File: config.mk
export PLATFORM = sky130hd
export DESIGN_NAME = serial_subtractor
export DESIGN_NICKNAME = d
export VERILOG_FILES = /design/src/rtl/serial_subtractor.sv
export SDC_FILE = /design/constraint.sdc
export NUM_CORES = 1
export LEC_CHECK = 0
export CAP_MARGIN = 0
export CORE_MARGIN = 4
export CORE_UTILIZATION = 56
export DETAILED_ROUTE_END_ITERATION = 6
export MAX_ROUTING_LAYER = met4
export PLACE_DENSITY = 0.84
export SETUP_SLACK_MARGIN = 0.05
export SYNTH_ARGS = -nofsm -noshare
export SYNTH_HDL_FRONTEND = slang
export SYNTH_SLANG_ARGS = --single-unit
export TNS_END_PERCENT = 50
File: constraint.sdc
create_clock -name clk -period 3.3 [get_ports clk]
set_input_delay 0.33 -clock clk [delete_from_list [all_inputs] [get_ports clk]]
set_output_delay 0.33 -clock clk [all_outputs]
set_load 0.05 [all_outputs]
File: src/rtl/serial_subtractor.sv
// Bit-serial A - B - borrow_in, LSB first, one full-subtractor cell; start->done in WIDTH cycles.
// No backpressure: start is only taken in IDLE and ignored while busy or done.
module serial_subtractor #(
  parameter int WIDTH = 8
) (
  input  logic             clk,
  input  logic             rst_n,
  input  logic             start,
  input  logic [WIDTH-1:0] a,
  input  logic [WIDTH-1:0] b,
  input  logic             borrow_in,
  output logic             busy,
  output logic             done,
  output logic [WIDTH-1:0] diff,
  output logic             borrow_out,
  output logic             overflow
);

  localparam int CW = $clog2(WIDTH) + 1;
  localparam logic [CW-1:0] LAST = CW'(WIDTH - 1);

  typedef enum logic [1:0] {IDLE, RUN, DONE} state_t;

  state_t           state, state_nxt;
  logic [WIDTH-1:0] sa, sb, res, res_nxt;
  logic [WIDTH:0]   res_cat;
  logic [CW-1:0]    cnt;
  logic             br, br_nxt, d, last;
  logic             a_msb, b_msb;

  assign d       = sa[0] ^ sb[0] ^ br;
  assign br_nxt  = (~sa[0] & sb[0]) | (~(sa[0] ^ sb[0]) & br);
  // Concatenate-and-drop keeps the MSB-ward shift legal for WIDTH=1.
  assign res_cat = {d, res};
  assign res_nxt = res_cat[WIDTH:1];
  assign last    = (cnt == LAST);

  always_ff @(posedge clk) begin
    if (!rst_n) state <= IDLE;
    else        state <= state_nxt;
  end

  always_comb begin
    state_nxt = state;
    busy      = 1'b0;
    done      = 1'b0;
    case (state)
      IDLE: if (start) state_nxt = RUN;
      RUN: begin
        busy = 1'b1;
        if (last) state_nxt = DONE;
      end
      DONE: begin
        done      = 1'b1;
        state_nxt = IDLE;
      end
      default: state_nxt = IDLE;
    endcase
  end

  always_ff @(posedge clk) begin
    if (!rst_n) begin
      sa         <= '0;
      sb         <= '0;
      res        <= '0;
      cnt        <= '0;
      br         <= 1'b0;
      a_msb      <= 1'b0;
      b_msb      <= 1'b0;
      diff       <= '0;
      borrow_out <= 1'b0;
      overflow   <= 1'b0;
    end else begin
      case (state)
        IDLE: begin
          if (start) begin
            sa    <= a;
            sb    <= b;
            res   <= '0;
            br    <= borrow_in;
            cnt   <= '0;
            a_msb <= a[WIDTH-1];
            b_msb <= b[WIDTH-1];
          end
        end
        RUN: begin
          sa  <= sa >> 1;
          sb  <= sb >> 1;
          res <= res_nxt;
          br  <= br_nxt;
          cnt <= cnt + CW'(1);
          // Visible results only change on the final bit so they hold during RUN.
          if (last) begin
            diff       <= res_nxt;
            borrow_out <= br_nxt;
            overflow   <= (a_msb != b_msb) && (res_nxt[WIDTH-1] != a_msb);
          end
        end
        default: ;
      endcase
    end
  end

endmodule

* Word-level counts from Yosys, hierarchy flattened
Cells that the tools add are included.
Word-level totals: register bits 43, input bits 20, word-level logic and storage cells 48
Cells by class: $add $sub $neg 1, equality and inequality tests 7, muxes and demuxes 15, bitwise logic cells 7, reductions and logical operators 7
Operators by type and width (number):
- $pmux W8 S2 | 3
- $mux W8 | 3
- $pmux W4 S2 | 1
- $reduce_and A2 Y1 | 4
- $add A4 B1 Y4 const B | 1
- $eq A4 B3 Y1 const B | 1
- $mux W2 | 2
- $mux W4 | 1
- $ne A2 B2 Y1 const B | 2
- $pmux W2 S2 | 1
- $mux W1 | 3
- $and A1 B1 Y1 | 2
- $eq A2 B1 Y1 const B | 1
- $eq A2 B2 Y1 const B | 1
- $logic_not A2 Y1 | 1
- $ne A1 B1 Y1 | 2
- $not A1 Y1 | 2
- $pmux W1 S2 | 1
- $reduce_bool A2 Y1 | 1
- $xor A1 B1 Y1 | 2
- $logic_and A1 B1 Y1 | 1
- $or A1 B1 Y1 | 1

* Longest topological paths before layout
Gate-level depths: netlist (run 1).
depth after elaboration 5, mapped depth 6

* Worst setup path after synthesis (run 1)
No wires, ideal clock.
path kind flip-flop to output port, start register state[1], end output done, arrival time 1405 ps, data required time 2970 ps, slack 1565 ps, stages on the path, launching flop included 5, buffers on the path 2, path through dfxtp_1 buf_2 inv_1 buf_4 nor2_1
On the way: longest elaborated chain between the ends 2
RTL lines:
- from (decl) | RTL line 24 | state_t state, state_nxt;
- from (signal assigned) | RTL line 40 | else state <= state_nxt;
- $eq A2 B2 Y1 | RTL line 47 | case (state)
- $mux W1 | RTL line 47
- to (decl) | RTL line 13 | output logic done,
No other way between the ends.

* Worst setup path in the final report (run 1)
start register state[1], end output busy
On the way: longest elaborated chain between the ends 2
RTL lines:
- $eq A2 B1 Y1 | RTL line 47
- $mux W1 | RTL line 47
- to (decl) | RTL line 12 | output logic busy,
No other way between the ends.

==> results of run 1 <==
per-stage QoR:
stage / hold slack (ps) / cells / worst slack (ps) / cell area [um^2] / util
floorplan: 443 / 209 / 1570 / 1880 / -
global placement: 465 / 267 / 963 / 2150 / 0.688
detailed placement: 469 / 267 / 890 / 2150 / 0.688
CTS: 487 / 273 / 524 / 2200 / 0.704
global route: 509 / 273 / 297 / 2200 / 0.704
finish: 480 / 273 / 509 / 2200 / 0.704
metal layers:
layer / global-route usage / share of wire
met2: 0.323 / 0.48
met3: 0.0663 / 0.064
met4: 0.0533 / 0.0076
met1: 0.258 / 0.45
met5: - / 0
registers in the layout (all words and copies together) (netlist names):
register,count
a_msb,1
b_msb,1
borrow_out,1
br,1
cnt,4
diff,8
overflow,1
res,7
sa,8
sb,8
state,2
area by class of cell:
class	count	area, um^2
Fill cell	268	925
Multi-Input combinational cell	141	905
Sequential cell	42	841
Timing Repair Buffer	33	325
Tap cell	44	55.1
Clock buffer	6	51.3
Inverter	7	26.3
kinds of logic (layout without fill, tap and decap cells):
family / Yosys count / after routing / share of synthesized area
multiplexers: 1 / 1 / 0.00531
flip-flops: 42 / 42 / 0.446
adder cells (fa/ha/maj): 2 / 2 / 0.0173
AND/OR/NAND/NOR: 51 / 51 / 0.166
AO/OA/AOI/OAI: 87 / 87 / 0.292
buffers and inverters: 26 / 46 / 0.0737
worst max-delay path, cell delays in order, from the launching register on:
cell and delay, ps:
dfxtp_1 730, nand2b_4 420, inv_2 220, clkdlybuf4s50_1 750
synth_stat cells (2+ instances only):
cell type  number  area (um^2)
buf_2           6         30.0
o22ai_1         2         12.5
nor2_1         12         45.0
dfxtp_1        42          841
buf_4           5         37.5
o221ai_1       14          123
a32o_1          2         20.0
or3b_1         11         96.3
buf_6           2         22.5
a21oi_1        28          140
nand3_1        10         50.1
a211oi_1        3         22.5
clkbuf_1        6         22.5
nor2b_1         3         18.8
or3b_2          2         17.5
nor3b_1         3         22.5
a22oi_1         8         60.1
o21ai_0        24          120
a22o_1          2         17.5
nand2_1         4         15.0
inv_1           5         18.8
worst max path at each step:
stage                     depth (start not counted)  slack, ps   end     start
after floorplan                                   4       1570  done  state[1]
after global placement                            3        960  busy  state[1]
after detailed placement                          3        890  done  state[1]
after CTS                                         3        520  done  state[1]
after global routing                              3        300  done  state[1]
final                                             3        510  busy  state[1]
power groups by stage:
stage | logic, uW | clock network [uW] | registers (uW)
final | 123 | 244 | 549
after detailed placement | 122 | 0 | 560
after CTS | 123 | 254 | 548
after global placement | 118 | 0 | 559
after floorplan | 90.7 | 0 | 554
after global routing | 139 | 278 | 552
layout by cell type (no fill, tap or decap), drive strengths merged, types with 2 or more instances in the layout:
| master | instances |
|---|---|
| buf | 2 |
| clkdlybuf4s50 | 31 |
| a211oi | 3 |
| o22ai | 2 |
| dfxtp | 42 |
| a32o | 2 |
| nand2b | 2 |
| nor2 | 12 |
| clkbuf | 6 |
| nor2b | 3 |
| inv | 6 |
| nand2 | 4 |
| o21ai | 25 |
| nor3b | 3 |
| nand3 | 10 |
| a22oi | 8 |
| or3b | 13 |
| o221ai | 14 |
| a22o | 2 |
| a21oi | 28 |
==> out/qor.csv, run 1 <==
stage,metric,value,unit
run_status,status,completed,
critical_path,Worst setup SP type,flop,
flow_run,Max-Cap Viols,0,
cts,clk sinks,42,
cts,later-pin clock latency in the skew report,340,ps
layout,layout cell share with drive strength beyond 1,0.0568,
cts,Post-CTS Resized,0,
layout,n_diodes,0,
cts,Clock transition at path regs,100,ps
route,# DRC,0,
sta,worst slew pin tran,879,ps
route,DR iter-0 viols,186,
logic_synthesis,post-synthesis cell area,1880,um^2
power,Final Total Pwr,916,uW
cts,Clock Path Buffers,2,
cts,CTS tree,built,
floorplan,row cnt,20,
grt,Total GRT Usage,0.206,
floorplan,initial core utilization,0.602,
logic_synthesis,Post-synth EDFFs,0,
sta,relative slew slack,0.413,
grt,vias in the first global route,1611,
sta,Hold Fails Final Rpt,0,
critical_path,Worst R2R End,res[1],
layout,nets,252,
power,Pleak,0.000756,uW
power,Pwr Density,416,nW/um^2
sta,Clock Skew,9.46,ps
critical_path,Crit. End Element,output port,
route,drt pass-1 iters,6,
route,vias,1655,
logic_synthesis,"Seq/Total Area, Yosys",0.446,
logic_synthesis,syn_nets,231,
sta,Achievable Freq,358,MHz
logic_synthesis,post-synth cell types,36,
sta,crit share post-route,0.846,
placement,gpl congestion,0.746,
critical_path,arrival time at the worst endpoint,2460,ps
sta,RSZ-0062 raised after global routing,false,
logic_synthesis,top_reg_cell synth,dfxtp_1,
sta,final period demand of the worst path,2790,ps
power,worst vdd ir,0.413,mV
critical_path,Worst R2R Path Depth,4,
cts,Setup Buffers After CTS,0,
grt,first-pass GRT wire length,6950,um
route,post-DR wirelength/cell,14.5,um
layout,area grow syn2layout,16.9,%
logic_synthesis,"FF+latch count, synth",42,
logic_synthesis,Post-Synthesis Cells,209,
min_path,Worst Hold End,diff[5],
min_path,class of the worst hold path,flop to flop,
critical_path,CP Class,flop to output port,
floorplan,Core Region,3130,um^2
critical_path,FF-to-FF setup slack,1520,ps
power,internal power,685,uW
sta,Final Setup Violations,0,
cts,cts hold-fix bufs,0,
logic_synthesis,Synth warnings,0,
grt,remaining global-route overflow,0,
sta,setup TNS,0,ps
power,combinational power share,0.134,
placement,I/O Buffers,31,
power,sw frac,0.253,
power,sw power,231,uW
min_path,hold path startpoint,diff[5],
route,Detail Route Antenna Nets,0,
min_path,hold path cells,2,
power,clock power share,0.267,
floorplan,die area,4360,um^2
floorplan,Ports,32,
critical_path,Max Fanout on Critical Path,26,
critical_path,Worst EP required,2970,ps
cts,H-tree levels,2,
logic_synthesis,Post-Syn Area per Cell,9.02,um^2
route,Avg Vias per Cell,6.06,
logic_synthesis,ys async rst share,0,
cts,cts bufs inserted,5,
grt,initial antenna violation count,0,
route,WL final,3960,um
floorplan,Die H,66.0,um
floorplan,Die X-Extent,66.0,um
critical_path,Crit Reg-Reg Startpoint,state[1],
power,register share of total power,0.599,
cts,CTS Root Cell,clkbuf_4,
grt,largest net degree at the start of global routing,27,
sta,Max Slew Vio Count,0,
placement,dpl hpwl,2750,um
(Power assumes the default switching activity.)
==> run 2, diff against run 1 <==
CORE_UTILIZATION = 52   (was 56)
PLACE_DENSITY = 0.78   (was 0.84)
clock period = 2.85 ns   (was 3.3 ns; I/O delays follow)
==> run 2 against run 1 <==
  * Register-to-register slack lost 250 ps
  * Cell count increased by 2.9%
  * Global-route usage grew 0.65 points
  * Highest routed layer unchanged
==> out/qor.csv, run 2 (synthesized netlist as in run 1, its figures left out) <==
stage,metric,value,unit
grt,gr busiest metal,met2,
cts,CTS tree,built,
cts,cts bufs inserted,5,
min_path,hold path startpoint,diff[6],
sta,setup TNS,0,ps
cts,CTS Root Cell,clkbuf_4,
grt,M3 GR Usage,0.0411,
cts,Setup Buffers After CTS,0,
sta,crit share post-route,0.799,
route,# DRC,0,
layout,Fillers,306,
route,Avg Vias per Cell,5.99,
floorplan,Ports,32,
layout,"commonest non-fill, non-tap cell in the layout",dfxtp_1,
critical_path,Worst EP required,2570,ps
critical_path,Max Fanout on Critical Path,26,
placement,Post-Place Worst Slack,586,ps
route,drt pass-1 iters,4,
floorplan,initial core utilization,0.552,
cts,H-tree levels,2,
critical_path,Crit Reg-Reg Startpoint,br,
critical_path,arrival time at the worst endpoint,1990,ps
layout,Top Registers,"diff: 8 flops, sa: 8 flops, sb: 8 flops",
critical_path,Worst setup SP type,flop,
layout,n_diodes,0,
layout,nets,256,
cts,cts hold-fix bufs,0,
min_path,class of the worst hold path,flop to flop,
floorplan,Die X-Extent,68.2,um
sta,RSZ-0062 raised after global routing,false,
sta,Final WS setup,573,ps
grt,first-pass GRT wire length,7200,um
cts,clk sinks,42,
grt,vias in the first global route,1611,
layout,register area,841,um^2
cts,Post-CTS Resized,0,
power,Pwr Density,506,nW/um^2
critical_path,CP Class,flop to output port,
grt,remaining global-route overflow,0,
critical_path,FF-to-FF setup slack,1270,ps
floorplan,die area,4650,um^2
floorplan,row cnt,21,
layout,area grow syn2layout,20.3,%
placement,dpl hpwl,2890,um
cts,later-pin clock latency in the skew report,360,ps
cts,Clock Path Buffers,2,
sta,Clock Skew,6.94,ps
sta,Hold Fails Final Rpt,0,
run_status,status,completed,
placement,DP Cell Count,273,
critical_path,Crit. End Element,output port,
grt,initial antenna violation count,0,
route,vias,1682,
power,Final Total Pwr,1150,uW
min_path,Worst Hold End,diff[6],
route,post-DR wirelength/cell,15.3,um
sta,relative slew slack,0.655,
critical_path,Worst R2R End,overflow,
power,Pleak,0.000802,uW
grt,met1 Usage GRT,0.275,
route,WL final,4290,um
placement,gpl congestion,0.793,
layout,Final Non-Filler Cells,281,
layout,layout cell share with drive strength beyond 1,0.0809,
flow_run,Max-Cap Viols,0,
sta,Final Setup Violations,0,
sta,worst slew pin tran,517,ps
sta,final period demand of the worst path,2280,ps
min_path,hold path cells,2,
sta,Max Slew Vio Count,0,
grt,Total GRT Usage,0.213,
critical_path,crit path from,state[0],
cts,Clock transition at path regs,120,ps
grt,GR Util met2,0.319,
route,DR iter-0 viols,150,
layout,multi-input logic area,905,um^2
route,Detail Route Antenna Nets,0,
grt,largest net degree at the start of global routing,27,
floorplan,Die H,68.2,um
sta,Achievable Freq,439,MHz
placement,I/O Buffers,31,
power,worst vdd ir,0.256,mV
layout,most frequent cells in the layout,"dfxtp_1 (42), clkdlybuf4s50_1 (30), a21oi_1 (28), o21ai_0 (24), o221ai_1 (14)",
floorplan,Core Region,3420,um^2
critical_path,Worst R2R Path Depth,5,
==> run 2: cell count changes in the layout (fill, tap and decap cells not counted) <==
cell             delta
clkbuf_8            +2
clkdlybuf4s50_1     -1
dlymetal6s2s_1      +1
buf_4               +4
==> run 2: routing by layer <==
metal / up-vias / share of wire
met5: - / 0
met4: 0 / 0.019
met3: 8 / 0.046
li1: 831 / -
met2: 43 / 0.44
met1: 800 / 0.49
==> run 2: layout make-up <==
type,instances,share of cell area
multi-input cells,141,0.399
flip-flops and latches,42,0.371
repair buffers,37,0.158
clock buffers,8,0.0348
well taps,46,0.0254
inverters,7,0.0116
==> run 2: worst max-delay path by stage <==
| stage | to | slack (ps) | cells past startpoint |
|---|---|---|---|
| finish | busy | 570 | 3 |
| floorplan | done | 1160 | 4 |
| global placement | busy | 630 | 3 |
| CTS | busy | 170 | 3 |
| global route | busy | 440 | 3 |
| detailed placement | busy | 590 | 3 |
==> run 2: metrics by stage <==
stage	instance area [um^2]	hold WS, ps	utilization
6_report	2270	490	0.663
5_1_grt	2270	511	0.663
4_1_cts	2260	486	0.663
3_5_place_dp	2180	470	0.640
3_3_place_gp	2180	466	0.640
2_1_floorplan	1880	421	-
==> run 2: report_power, final <==
part	switching [uW]	internal [uW]
combinational	76.2	70.6
sequential	22.7	613
clock	195	169
total	294	853
==> run 2: worst max-delay path, stage by stage (launching register included) <==
cell and delay (ps):
dfxtp_1 560, nand2b_4 250, inv_2 340, dlymetal6s2s_1 470
